<file path="src/rtl/disp_pkg.sv">
// Shared display-side definitions: arbiter state encoding, BCD word packing, board timing.
package disp_pkg;
  localparam int DIGIT_W = 4;
  localparam int DIGITS  = 4;
  localparam int BCD_W   = DIGIT_W * DIGITS;

  localparam int unsigned    CYCLES_PER_MS = 100000;
  localparam logic [DIGIT_W-1:0] IDLE_CODE_DEF = 4'hF;

  typedef enum logic [1:0] {
    ST_IDLE = 2'd0,
    ST_OWN0 = 2'd1,
    ST_OWN1 = 2'd2
  } arb_state_t;
endpackage

</file>
<file path="src/rtl/hold_timer.sv">
// 32-bit saturating ownership timer; expired once the count reaches HOLD_CYCLES-1.
module hold_timer #(
  parameter int unsigned HOLD_CYCLES = 1
) (
  input  logic clk,
  input  logic rst,
  input  logic i_clr,
  output logic o_expired
);
  localparam logic [31:0] LAST = 32'(HOLD_CYCLES - 1);

  logic [31:0] r_cnt;

  always_ff @(posedge clk) begin
    if (rst)               r_cnt <= '0;
    else if (i_clr)        r_cnt <= '0;
    else if (r_cnt != LAST) r_cnt <= r_cnt + 32'd1;
  end

  assign o_expired = (r_cnt == LAST);
endmodule

</file>
<file path="src/rtl/display_arbiter.sv">
// Two-requester arbiter for the 4-digit display with minimum hold time.
// Define DISP_ARB_FIXED_PRIO_EN for fixed priority (requester 0 wins); default is round-robin.
module display_arbiter
  import disp_pkg::*;
#(
  parameter int unsigned         CYCLES_PER_MS = disp_pkg::CYCLES_PER_MS,
  parameter int unsigned         HOLD_MS       = 500,
  parameter logic [DIGIT_W-1:0]  IDLE_CODE     = IDLE_CODE_DEF
) (
  input  logic               clk,
  input  logic               rst,
  input  logic               req0,
  input  logic [BCD_W-1:0]   data0,
  input  logic               req1,
  input  logic [BCD_W-1:0]   data1,
  output logic               gnt0,
  output logic               gnt1,
  output logic [DIGIT_W-1:0] bcd0,
  output logic [DIGIT_W-1:0] bcd1,
  output logic [DIGIT_W-1:0] bcd2,
  output logic [DIGIT_W-1:0] bcd3
);
  localparam int unsigned HOLD_CYCLES = CYCLES_PER_MS * HOLD_MS;

`ifdef DISP_ARB_FIXED_PRIO_EN
  localparam bit FIXED_PRIO = 1'b1;
`else
  localparam bit FIXED_PRIO = 1'b0;
`endif

  arb_state_t       r_state, w_nxt;
  logic             r_last;
  logic             w_expired, w_enter;
  logic [BCD_W-1:0] r_bcd, w_bcd;

  hold_timer #(.HOLD_CYCLES(HOLD_CYCLES)) u_hold (
    .clk       (clk),
    .rst       (rst),
    .i_clr     (w_enter),
    .o_expired (w_expired)
  );

  always_comb begin
    w_nxt = r_state;
    unique case (r_state)
      ST_IDLE: begin
        if (req0 && req1) w_nxt = (FIXED_PRIO || r_last) ? ST_OWN0 : ST_OWN1;
        else if (req0)    w_nxt = ST_OWN0;
        else if (req1)    w_nxt = ST_OWN1;
      end
      ST_OWN0: begin
        // Dropping the request ignores the hold; preemption waits for it.
        if (!req0)                            w_nxt = req1 ? ST_OWN1 : ST_IDLE;
        else if (w_expired && req1 && !FIXED_PRIO) w_nxt = ST_OWN1;
      end
      ST_OWN1: begin
        if (!req1)                 w_nxt = req0 ? ST_OWN0 : ST_IDLE;
        else if (w_expired && req0) w_nxt = ST_OWN0;
      end
      default: w_nxt = ST_IDLE;
    endcase
  end

  assign w_enter = (w_nxt != r_state) && (w_nxt != ST_IDLE);

  always_comb begin
    w_bcd = {DIGITS{IDLE_CODE}};
    if (w_nxt == ST_OWN0)      w_bcd = data0;
    else if (w_nxt == ST_OWN1) w_bcd = data1;
  end

  always_ff @(posedge clk) begin
    if (rst) begin
      r_state <= ST_IDLE;
      r_last  <= 1'b1;
      gnt0    <= 1'b0;
      gnt1    <= 1'b0;
      r_bcd   <= {DIGITS{IDLE_CODE}};
    end else begin
      r_state <= w_nxt;
      if (w_enter) r_last <= (w_nxt == ST_OWN1);
      gnt0    <= (w_nxt == ST_OWN0);
      gnt1    <= (w_nxt == ST_OWN1);
      r_bcd   <= w_bcd;
    end
  end

  assign bcd0 = r_bcd[0*DIGIT_W +: DIGIT_W];
  assign bcd1 = r_bcd[1*DIGIT_W +: DIGIT_W];
  assign bcd2 = r_bcd[2*DIGIT_W +: DIGIT_W];
  assign bcd3 = r_bcd[3*DIGIT_W +: DIGIT_W];
endmodule

</file>
<file path="config.mk">
export PLATFORM = sky130hd
export DESIGN_NAME = display_arbiter
export DESIGN_NICKNAME = d
export VERILOG_FILES = /design/src/rtl/disp_pkg.sv /design/src/rtl/hold_timer.sv /design/src/rtl/display_arbiter.sv
export SDC_FILE = /design/constraint.sdc
export NUM_CORES = 1
export LEC_CHECK = 0
export BUFFER_PORTS_ARGS = -buffer_cell sky130_fd_sc_hd__buf_2
export CORE_MARGIN = 5
export CORE_UTILIZATION = 25
export CTS_CLUSTER_DIAMETER = 150
export CTS_CLUSTER_SIZE = 30
export DETAILED_ROUTE_END_ITERATION = 10
export PLACE_DENSITY_LB_ADDON = 0.12
export SYNTH_ARGS = -nofsm -noshare
export SYNTH_HDL_FRONTEND = slang
export SYNTH_SLANG_ARGS = --single-unit
export TNS_END_PERCENT = 100
</file>
<file path="constraint.sdc">
create_clock -name clk -period 3 [get_ports clk]
set_clock_uncertainty 0.1 [all_clocks]
set_input_delay 0.6 -clock clk [delete_from_list [all_inputs] [get_ports clk]]
set_output_delay 0.6 -clock clk [all_outputs]
set_load 0.05 [all_outputs]
</file>
======== Word level (Yosys, flattened, before mapping) ========
Cells that the tools add are included.
storage, ports and cells
  output and inout bits ................... 18
  word-level logic and storage cells ...... 34
  flip-flop bits (word level) ............. 53
  bits of input ports ..................... 36
cells by class
  equal/unequal tests ..................... 7
  add/sub/neg operators ................... 1
  reductions and logical operators ........ 7
  multiplexer cells ....................... 13
operators with widths
  cell                   count
  $add 32x1->32 const B  1
  $eq 32x26->1 const B   1
  $mux 16                2
  $ne 32x26->1 const B   1
  $mux 2                 9
  $pmux 2 s3             1
  $eq 2x1->1 const B     2
  $eq 2x2->1 const B     2
  $logic_and 1x1->1      4
  $logic_not 2->1        1
  $ne 2x2->1             1
  $reduce_bool 2->1      1
  $reduce_or 2->1        1
  $mux 1                 1

======== Depth between registers and ports, before layout ========
Gate-level depths: netlist (run 1).
  depth in word-level cells ............... 8
  gate-level depth with buffers ........... 9
  mapped depth without buffers ............ 6

======== Modules after synthesis ========
A second synthesis (run 1) with hierarchy kept.
unflattened totals
  cells, all modules ...................... 343
  area total of the unflattened synthesis .. 2960.3 µm²
by module, submodules not included
  module           times used  cells each  area each (µm²)
  hold_timer       1           199         1672.9
  display_arbiter  1           144         1287.5

======== Worst setup path after synthesis (run 1) ========
No wires, ideal clock.
  path kind ............................... reg2reg
  start ................................... register u_hold.r_cnt[8]
  end ..................................... register r_bcd[10]
  period minus slack after synthesis ...... 2.356 ns
  data arrival time ....................... 2.134 ns
  slack ................................... 0.644 ns
  stages on the path, launching flop included .. 7
  setup time .............................. 0.122 ns
  cells stage by stage .................... dfxtp_1 -> or4_1 -> or4_4 -> o31ai_4 -> a21oi_2 -> buf_6 -> o32a_1
between the ends
  cells in the longest elaborated chain, start to end .. 8
  elaborated cells on any way between the ends .. 12
RTL lines
  item                                         RTL line                                      text
  start: declaration                           hold_timer.sv:12                              logic [31:0] r_cnt;
  start signal: assignment                     hold_timer.sv:17                              else if (r_cnt != LAST) r_cnt <= r_cnt + 32'd1;
  $eq 32x26->1 (*)                             hold_timer.sv:20                              assign o_expired = (r_cnt == LAST);
  $logic_and 1x1->1, on equally long branches  display_arbiter.sv:58, display_arbiter.sv:54
  $mux 2, on equally long branches             display_arbiter.sv:58, display_arbiter.sv:54
  $mux 2, on equally long branches             display_arbiter.sv:57, display_arbiter.sv:53
  $pmux 2 s3 (*)                               display_arbiter.sv:45                         unique case (r_state)
  $eq 2x2->1                                   display_arbiter.sv:69                         else if (w_nxt == ST_OWN1) w_bcd = data1;
  $mux 16                                      display_arbiter.sv:69
  $mux 16 (*)                                  display_arbiter.sv:68                         if (w_nxt == ST_OWN0) w_bcd = data0;
  end signal: assignment                       display_arbiter.sv:78                         r_bcd <= {DIGITS{IDLE_CODE}};
  end signal: assignment                       display_arbiter.sv:84                         r_bcd <= w_bcd;
  end: declaration                             display_arbiter.sv:34                         logic [BCD_W-1:0] r_bcd, w_bcd;
Mark *: on every way between the ends. The rest lies on a longest branch, timed or not.
A chain may end at the register's enable or synchronous reset.

======== Worst setup path after layout (run 1) ========
  start ................................... register u_hold.r_cnt[27]
  end ..................................... register r_bcd[7]
Same word-level chain as after synthesis.

==> reports/results.txt, run 1 <==
The run finished with clean final reports. The cell area that synthesis handed to floorplanning was 2360 um2. The synthesized design spends more area on one cell type than any other, namely sky130_fd_sc_hd__dfxtp_1. In this run, post-CTS repair resized a total of 0 instances. The path depth of the worst reg2reg path was 5; the number of buffers created by CTS was 5.

The tools report the maximum number of pins on one net before global-route repair as 33. The run gives 0.256 as the starting density of the core. The tools report the maximum vdd drop as 0.250 mV. The area fraction of the dominant cell type after synthesis works out to 0.450. The flip-flop and latch area was 1060 um2; the critical path required time was 3150 ps.

The run gives 0.525 as the proportion of power drawn by flip-flops and latches. The synthesized instance count is 253, and the number of iterations in the first detailed-routing pass is 4. For the relative max-transition margin, the log shows 0.404. Setup violations remaining at the end of the flow were counted as 0. Relative to the synthesized area, the layout overhead comes to 21.6%. The via count of the first global-routing pass is 2000, and the ratio of routed vias to standard cells is 4.93. Dividing the synthesized area by the synthesized cell count gives 9.31 um2.

The tools report the sink count of the clock tree as 53. Buffers inserted to repair hold after CTS numbered 0. Ranked by total cell area, the synthesized netlist is headed by sky130_fd_sc_hd__dfxtp_1, sky130_fd_sc_hd__o32a_1, sky130_fd_sc_hd__nor2_1. The min-delay analysis places its worst path in the category in -> reg. Leaving out fill and tap cells, the most frequent cells in the layout are sky130_fd_sc_hd__dfxtp_1, sky130_fd_sc_hd__buf_2, sky130_fd_sc_hd__nor2_1. The clock reaches the later pin of the worst-skew pair after 300 ps.

Reg-to-reg startpoint: u_hold.r_cnt[27]. In this run the register-to-register setup slack is 440 ps. For the part of the Yosys area used for sequential elements, the log shows 0.450.

TritonCTS built the clock tree. The category of the worst setup path launch point is a flop. After global routing the overflow that remains totals 0.

The tools report the origin of the worst min-delay path as data1[15]. Once detailed placement completed, the half-perimeter wirelength came to 4530 um. Summed over all failing endpoints, the final setup total negative slack is 0 ps. At the pin with the least slew margin, the transition time is 893 ps. The type of the worst setup path is reg -> reg. The cell sitting at the root of the clock tree is a sky130_fd_sc_hd__clkbuf_8. The number of filler cells placed in the layout is 1002. After synthesis the netlist holds a flip-flop and latch count of 53. The portion of total power attributed to the clock network was 0.353; the area of the die was 11500 um2. The first global-routing pass estimated 9960 um of wire. The dominant register cell in the synthesized netlist is sky130_fd_sc_hd__dfxtp_1.

The CTS H-tree depth was 2; the number of setup buffers added after CTS was 0. The floorplan has 35 rows. The number of diodes added for antenna fixing came out at 0.

Internal power component: 0.00103 W. The die is 107 um wide. The hold-critical path endpoint is r_bcd[15]. For this run, design rule violations remaining after detail routing come to 0.

The combinational group share of total power was 0.122; the instance count along the most critical hold path was 2. The die span in y came out at 107 um. At the end of routability-driven placement, the weighted congestion stood at 0.759. The net count of the finished layout is 347.

Clock-pin slew was measured on the worst setup and hold paths at 100 ps. The logs give 0 for the max-slew violation count and 2081 for the total via count after detailed routing. The share of layout cells above drive strength 1 was 0.244; the synthesized netlist net count was 290.

The post-synthesis cell type count is 44, and the data arrival time at the worst-slack endpoint is 2710 ps. The max-cap check violation count is 0, and the yosys synthesis warning count is 0. In the post-route analysis, the smallest setup slack over all paths is 444 ps. The category of the worst setup path capture point is a flop. The area of the core is 9200 um2. Power density over cell area: 490 nW/um2. Setup repair after global routing left no endpoint under its margin.

The number of antenna violations at the first check in global routing is 0, and the switching portion of total power is 0.262. Yosys mapped a number of flops with a built-in enable equal to 0. The largest fanout of any net on the critical path works out to 18. Post-route clock period utilization: 0.852. The total wire length after detailed routing is 6280 um, and the highest achievable clock rate is 391 MHz.

Before CTS, the worst setup slack after placement is 478 ps. The number of buffer cells added on primary ports is 53. The net load switching power came out at 0.000368 W. The remaining antenna violation count is 0, and the final critical path time including I/O delays and setup is 2560 ps. After the first detailed-routing iteration, the DRC count stood at 98. The tools report the maximum root-to-sink buffer count as 2. The total global-route track usage was 0.108.

The number of hold violations in the final report came out at 0. The share of flip-flops with an asynchronous set or reset after synthesis is 0, and the static leakage is 0.987 nW. The routed wirelength normalized by instance count was 14.9 um. The multi-input combinational cells in the finished layout cover a total of 1190 um2. Pin placement for this block handled 54 I/O pins.

The tools report the end of the worst register-to-register path as r_bcd[7].
==> worst max-delay path by stage <==
stage / endpoint / slack, ps / start
2_1_floorplan: r_bcd[10] / 640 / u_hold.r_cnt[8]
3_3_place_gp: r_bcd[5] / 390 / u_hold.r_cnt[25]
3_5_place_dp: r_bcd[12] / 480 / u_hold.r_cnt[8]
4_1_cts: r_bcd[9] / 450 / u_hold.r_cnt[25]
5_1_grt: r_bcd[12] / 190 / u_hold.r_cnt[8]
6_report: r_bcd[7] / 440 / u_hold.r_cnt[27]
==> critical path: stages, from the launching register on <==
cell and delay, ps:
sky130_fd_sc_hd__dfxtp_1 360, sky130_fd_sc_hd__nor4_1 550, sky130_fd_sc_hd__and4_1 330, sky130_fd_sc_hd__nand4_1 150, sky130_fd_sc_hd__a21oi_2 750, sky130_fd_sc_hd__o32a_1 260
==> synthesized netlist by cell type (2+ instances only) <==
library cell / number
sky130_fd_sc_hd__nor4_1: 8
sky130_fd_sc_hd__a221o_1: 2
sky130_fd_sc_hd__nand4_1: 10
sky130_fd_sc_hd__buf_2: 3
sky130_fd_sc_hd__and4_1: 2
sky130_fd_sc_hd__clkbuf_1: 5
sky130_fd_sc_hd__nor3_1: 5
sky130_fd_sc_hd__dfxtp_1: 53
sky130_fd_sc_hd__inv_1: 7
sky130_fd_sc_hd__buf_6: 3
sky130_fd_sc_hd__nor2b_1: 3
sky130_fd_sc_hd__nand2_1: 12
sky130_fd_sc_hd__xnor2_1: 15
sky130_fd_sc_hd__o21ai_0: 5
sky130_fd_sc_hd__xor2_1: 6
sky130_fd_sc_hd__nand3_1: 9
sky130_fd_sc_hd__nor2_1: 35
sky130_fd_sc_hd__a31oi_1: 2
sky130_fd_sc_hd__o32a_1: 16
sky130_fd_sc_hd__o31ai_1: 4
sky130_fd_sc_hd__a21oi_1: 9
sky130_fd_sc_hd__nor4bb_1: 2
sky130_fd_sc_hd__and3_1: 4
sky130_fd_sc_hd__nand3b_1: 2
sky130_fd_sc_hd__or4_1: 7
sky130_fd_sc_hd__or3_1: 6
==> cell type report <==
class	instances	share of cell area
Tap cell	111	0.0485
Sequential cell	53	0.370
Multi-Input combinational cell	181	0.417
Timing Repair Buffer	62	0.116
Clock inverter	2	0.0135
Clock buffer	6	0.0253
Inverter	7	0.00917
==> metal layers <==
layer	part of all wire	up-vias	global-route usage
li1	-	1050	-
met1	0.46	985	0.140
met2	0.47	44	0.174
met3	0.060	2	0.0349
met4	0.0065	0	0.0274
met5	0	-	0
==> power by group through the flow <==
stage          Sequential [W]  Clock [W]  Combinational [W]
6_report             0.000737   0.000494           0.000171
5_1_grt              0.000740   0.000546           0.000185
4_1_cts              0.000737   0.000524           0.000174
3_5_place_dp         0.000753          0           0.000174
3_3_place_gp         0.000753          0           0.000175
2_1_floorplan        0.000815          0          0.0000583
==> state kept, by name, summed over array words and instances (netlist names) <==
register      flops
u_hold.r_cnt     32
r_bcd            16
r_state           2
gnt0              1
gnt1              1
r_last            1
==> metrics by stage <==
step                area [um2]  cells  hold slack (ps)  power (W)  utilization
CTS                       2860    422              382    0.00144        0.311
finish                    2860    422              400    0.00140        0.311
floorplan                 2360    253              361   0.000873            -
detailed placement        2750    414              386   0.000928        0.299
global route              2860    422              388    0.00147        0.311
global placement          2750    414              377   0.000928        0.299
==> kinds of logic after synthesis <==
group,after synthesis,share of synthesized area
xor gates and xnor gates,21,0.0781
adders and majority gates,1,0.00531
muxes,1,0.00425
DFF,53,0.450
AOI/OAI and AO/OA,47,0.163
and+or+nand+nor,111,0.257
buffers and inverters,19,0.0430
No activity file was read; power rests on OpenSTA's default activity.
==> inputs of run 2 (changes only) <==
--- a/config.mk
+++ b/config.mk
@@ -11,6 +11,7 @@
 export CTS_CLUSTER_DIAMETER = 150
 export CTS_CLUSTER_SIZE = 30
 export DETAILED_ROUTE_END_ITERATION = 10
+export MAX_ROUTING_LAYER = met4
 export PLACE_DENSITY_LB_ADDON = 0.12
 export SYNTH_ARGS = -nofsm -noshare
 export SYNTH_HDL_FRONTEND = slang
==> reports/results.txt, run 2 (synthesis results as in run 1) <==
The setup slack of the most critical reg-to-reg path was 450 ps; the total wire length after detailed routing was 6270 um. In this run the tool buffered the top-level ports with 53 buffer cells. The number of cells on the worst reg-to-reg path is 5. Row generation in the floorplan step produced 35 rows.

Clock-pin slew of the registers on the worst-case setup and hold paths: 100 ps. TritonCTS built the clock tree. The most flop-heavy register is u_hold.r_cnt. The largest registers in the layout are u_hold.r_cnt: 32 flops, r_bcd: 16 flops, r_state: 2 flops. The worst register-to-register path begins at u_hold.r_cnt[27].

For this run, design rule violations remaining after detail routing come to 0. The run finished with clean final reports. In this run the worst path has a maximum fanout of 18.

The top cell types in the final layout, fill and taps aside, are sky130_fd_sc_hd__dfxtp_1, sky130_fd_sc_hd__buf_2, sky130_fd_sc_hd__nor2_1. The number of hold violations in the final report was 0. The tree built by TritonCTS fans out to 53 sinks. After detailed routing, the average wire length per cell comes to 14.9 um. The first-pass GRT wire length was 9980 um.

The power density over cell area came out at 489 nW/um2. For the finished layout, the period the worst path requires is 2550 ps. The tools report the hold buffer count at cts as 0.

The critical path is of the reg -> reg type. The final HPWL from detailed placement was 4530 um; the CTS H-tree depth was 2. For the max-cap check violation count, the log shows 0. For this block, the via count after detailed routing is 2081.

The tools report the category of the worst setup path launch point as a flop. End of the worst register-to-register path: r_bcd[12]. Derived from the worst setup path, the maximum achievable clock frequency is 392 MHz. Post-route cell area: 2860 um2.

The clock passes through at most 2 buffers. The pre-antenna-repair detailed-routing pass consisted of 4 iterations. The post-route total power was 0.00140 W; the post-route clock period utilization was 0.850.

0 antenna diodes ended up in the layout. Fill cells in the final layout number 1002. 54 I/O pins were placed. The total global-route track usage was 0.111; the smallest setup slack after layout was 451 ps. The via count of the first global-routing pass is 1996, and the maximum number of pins on one net before global-route repair is 33. The width of the die was 107 um; the later-pin clock latency in the skew report was 300 ps. Setup violations remaining at the end of the flow were counted as 0. The area of the die is 11500 um2. The share of layout cells above drive strength 1 is 0.244, and the number of antenna violations at the first check in global routing is 0. The min-delay analysis places its worst path in the category in -> reg. STA puts the critical path data required time at 3150 ps. Before CTS, the worst setup slack after placement is 478 ps. For hold timing, the worst endpoint is r_bcd[15].

The run gives 0 as the global route total overflow. The tools report the starting density of the core as 0.256. For the worst setup path, the data arrival time is 2700 ps. IR analysis of the VDD net gives a maximum drop of 0.251 mV.

The root buffer selected by CTS was sky130_fd_sc_hd__clkbuf_8. In this run the static leakage power is 0.987 nW. For the aggregate negative setup slack, the log shows 0 ps. Setup repair after global routing left no endpoint under its margin.

Number of DRC markers after the initial detailed-route iteration: 103. Final net count: 347. Routability-driven placement finished with a final weighted congestion of 0.769.

The flip-flop count of the largest register, all copies and words added came out at 32. STA classifies the critical path endpoint as a flop. After detailed routing, the number of vias per cell comes to 4.93. The number of buffers created by CTS is 5, and the max-slew violation count is 0. The relative max-transition margin came out at 0.417. Along the worst hold path, the cell count comes to 2. The area growth from synthesis to layout is 21.6%. In this run, post-CTS repair resized a total of 0 instances. After detailed placement, the total cell area comes to 2750 um2. The startpoint identified for the worst hold timing path is data1[15]. For the pin with the worst max-slew slack, the measured transition is 875 ps. The area of the core was 9200 um2.

The die span in y is 107 um, and the remaining antenna violation count is 0. After clock tree synthesis, the setup repair step added 0 buffers.
==> run 2: cell counts in the layout (fill, tap and decap cells not counted) <==
Identical to the previous run, type by type.
==> run 2: critical path, stage by stage, from the launching register on <==
cell	delay, ps
sky130_fd_sc_hd__dfxtp_1	360
sky130_fd_sc_hd__nor4_1	550
sky130_fd_sc_hd__and4_1	340
sky130_fd_sc_hd__nand4_1	150
sky130_fd_sc_hd__a21oi_2	740
sky130_fd_sc_hd__o32a_1	260
==> run 2: power breakdown <==
part | leakage, nW | switching, W | internal [W]
logic | 0.500 | 0.000114 | 0.0000577
clock network | 0.0554 | 0.000242 | 0.000251
registers | 0.432 | 0.0000110 | 0.000726
==> run 2: cell type report <==
class,count,area [um2],share of cell area
Clock buffer,6,72.6,0.0253
Clock inverter,2,38.8,0.0135
Inverter,7,26.3,0.00917
Multi-Input combinational cell,181,1190,0.417
Sequential cell,53,1060,0.370
Tap cell,111,139,0.0485
Timing Repair Buffer,62,333,0.116
==> run 2: how the worst max path moves through the flow <==
stage	start	endpoint	slack [ps]
6_report	u_hold.r_cnt[27]	r_bcd[12]	450
5_1_grt	u_hold.r_cnt[8]	r_bcd[12]	190
4_1_cts	u_hold.r_cnt[25]	r_bcd[9]	450
3_5_place_dp	u_hold.r_cnt[8]	r_bcd[12]	480
3_3_place_gp	u_hold.r_cnt[25]	r_bcd[5]	390
2_1_floorplan	u_hold.r_cnt[8]	r_bcd[10]	640
==> run 2: metal layers <==
layer,track usage,up-vias,part of all wire
li1,-,1051,-
met1,0.147,990,0.49
met2,0.173,38,0.47
met3,0.0253,2,0.036
met4,0.0274,0,0.0064
met5,-,-,0
==> run 2: stage by stage <==
stage,utilization,std cells,hold slack [ps]
6_report,0.311,422,401
2_1_floorplan,-,253,361
3_5_place_dp,0.299,414,386
4_1_cts,0.311,422,382
5_1_grt,0.311,422,388
3_3_place_gp,0.299,414,377
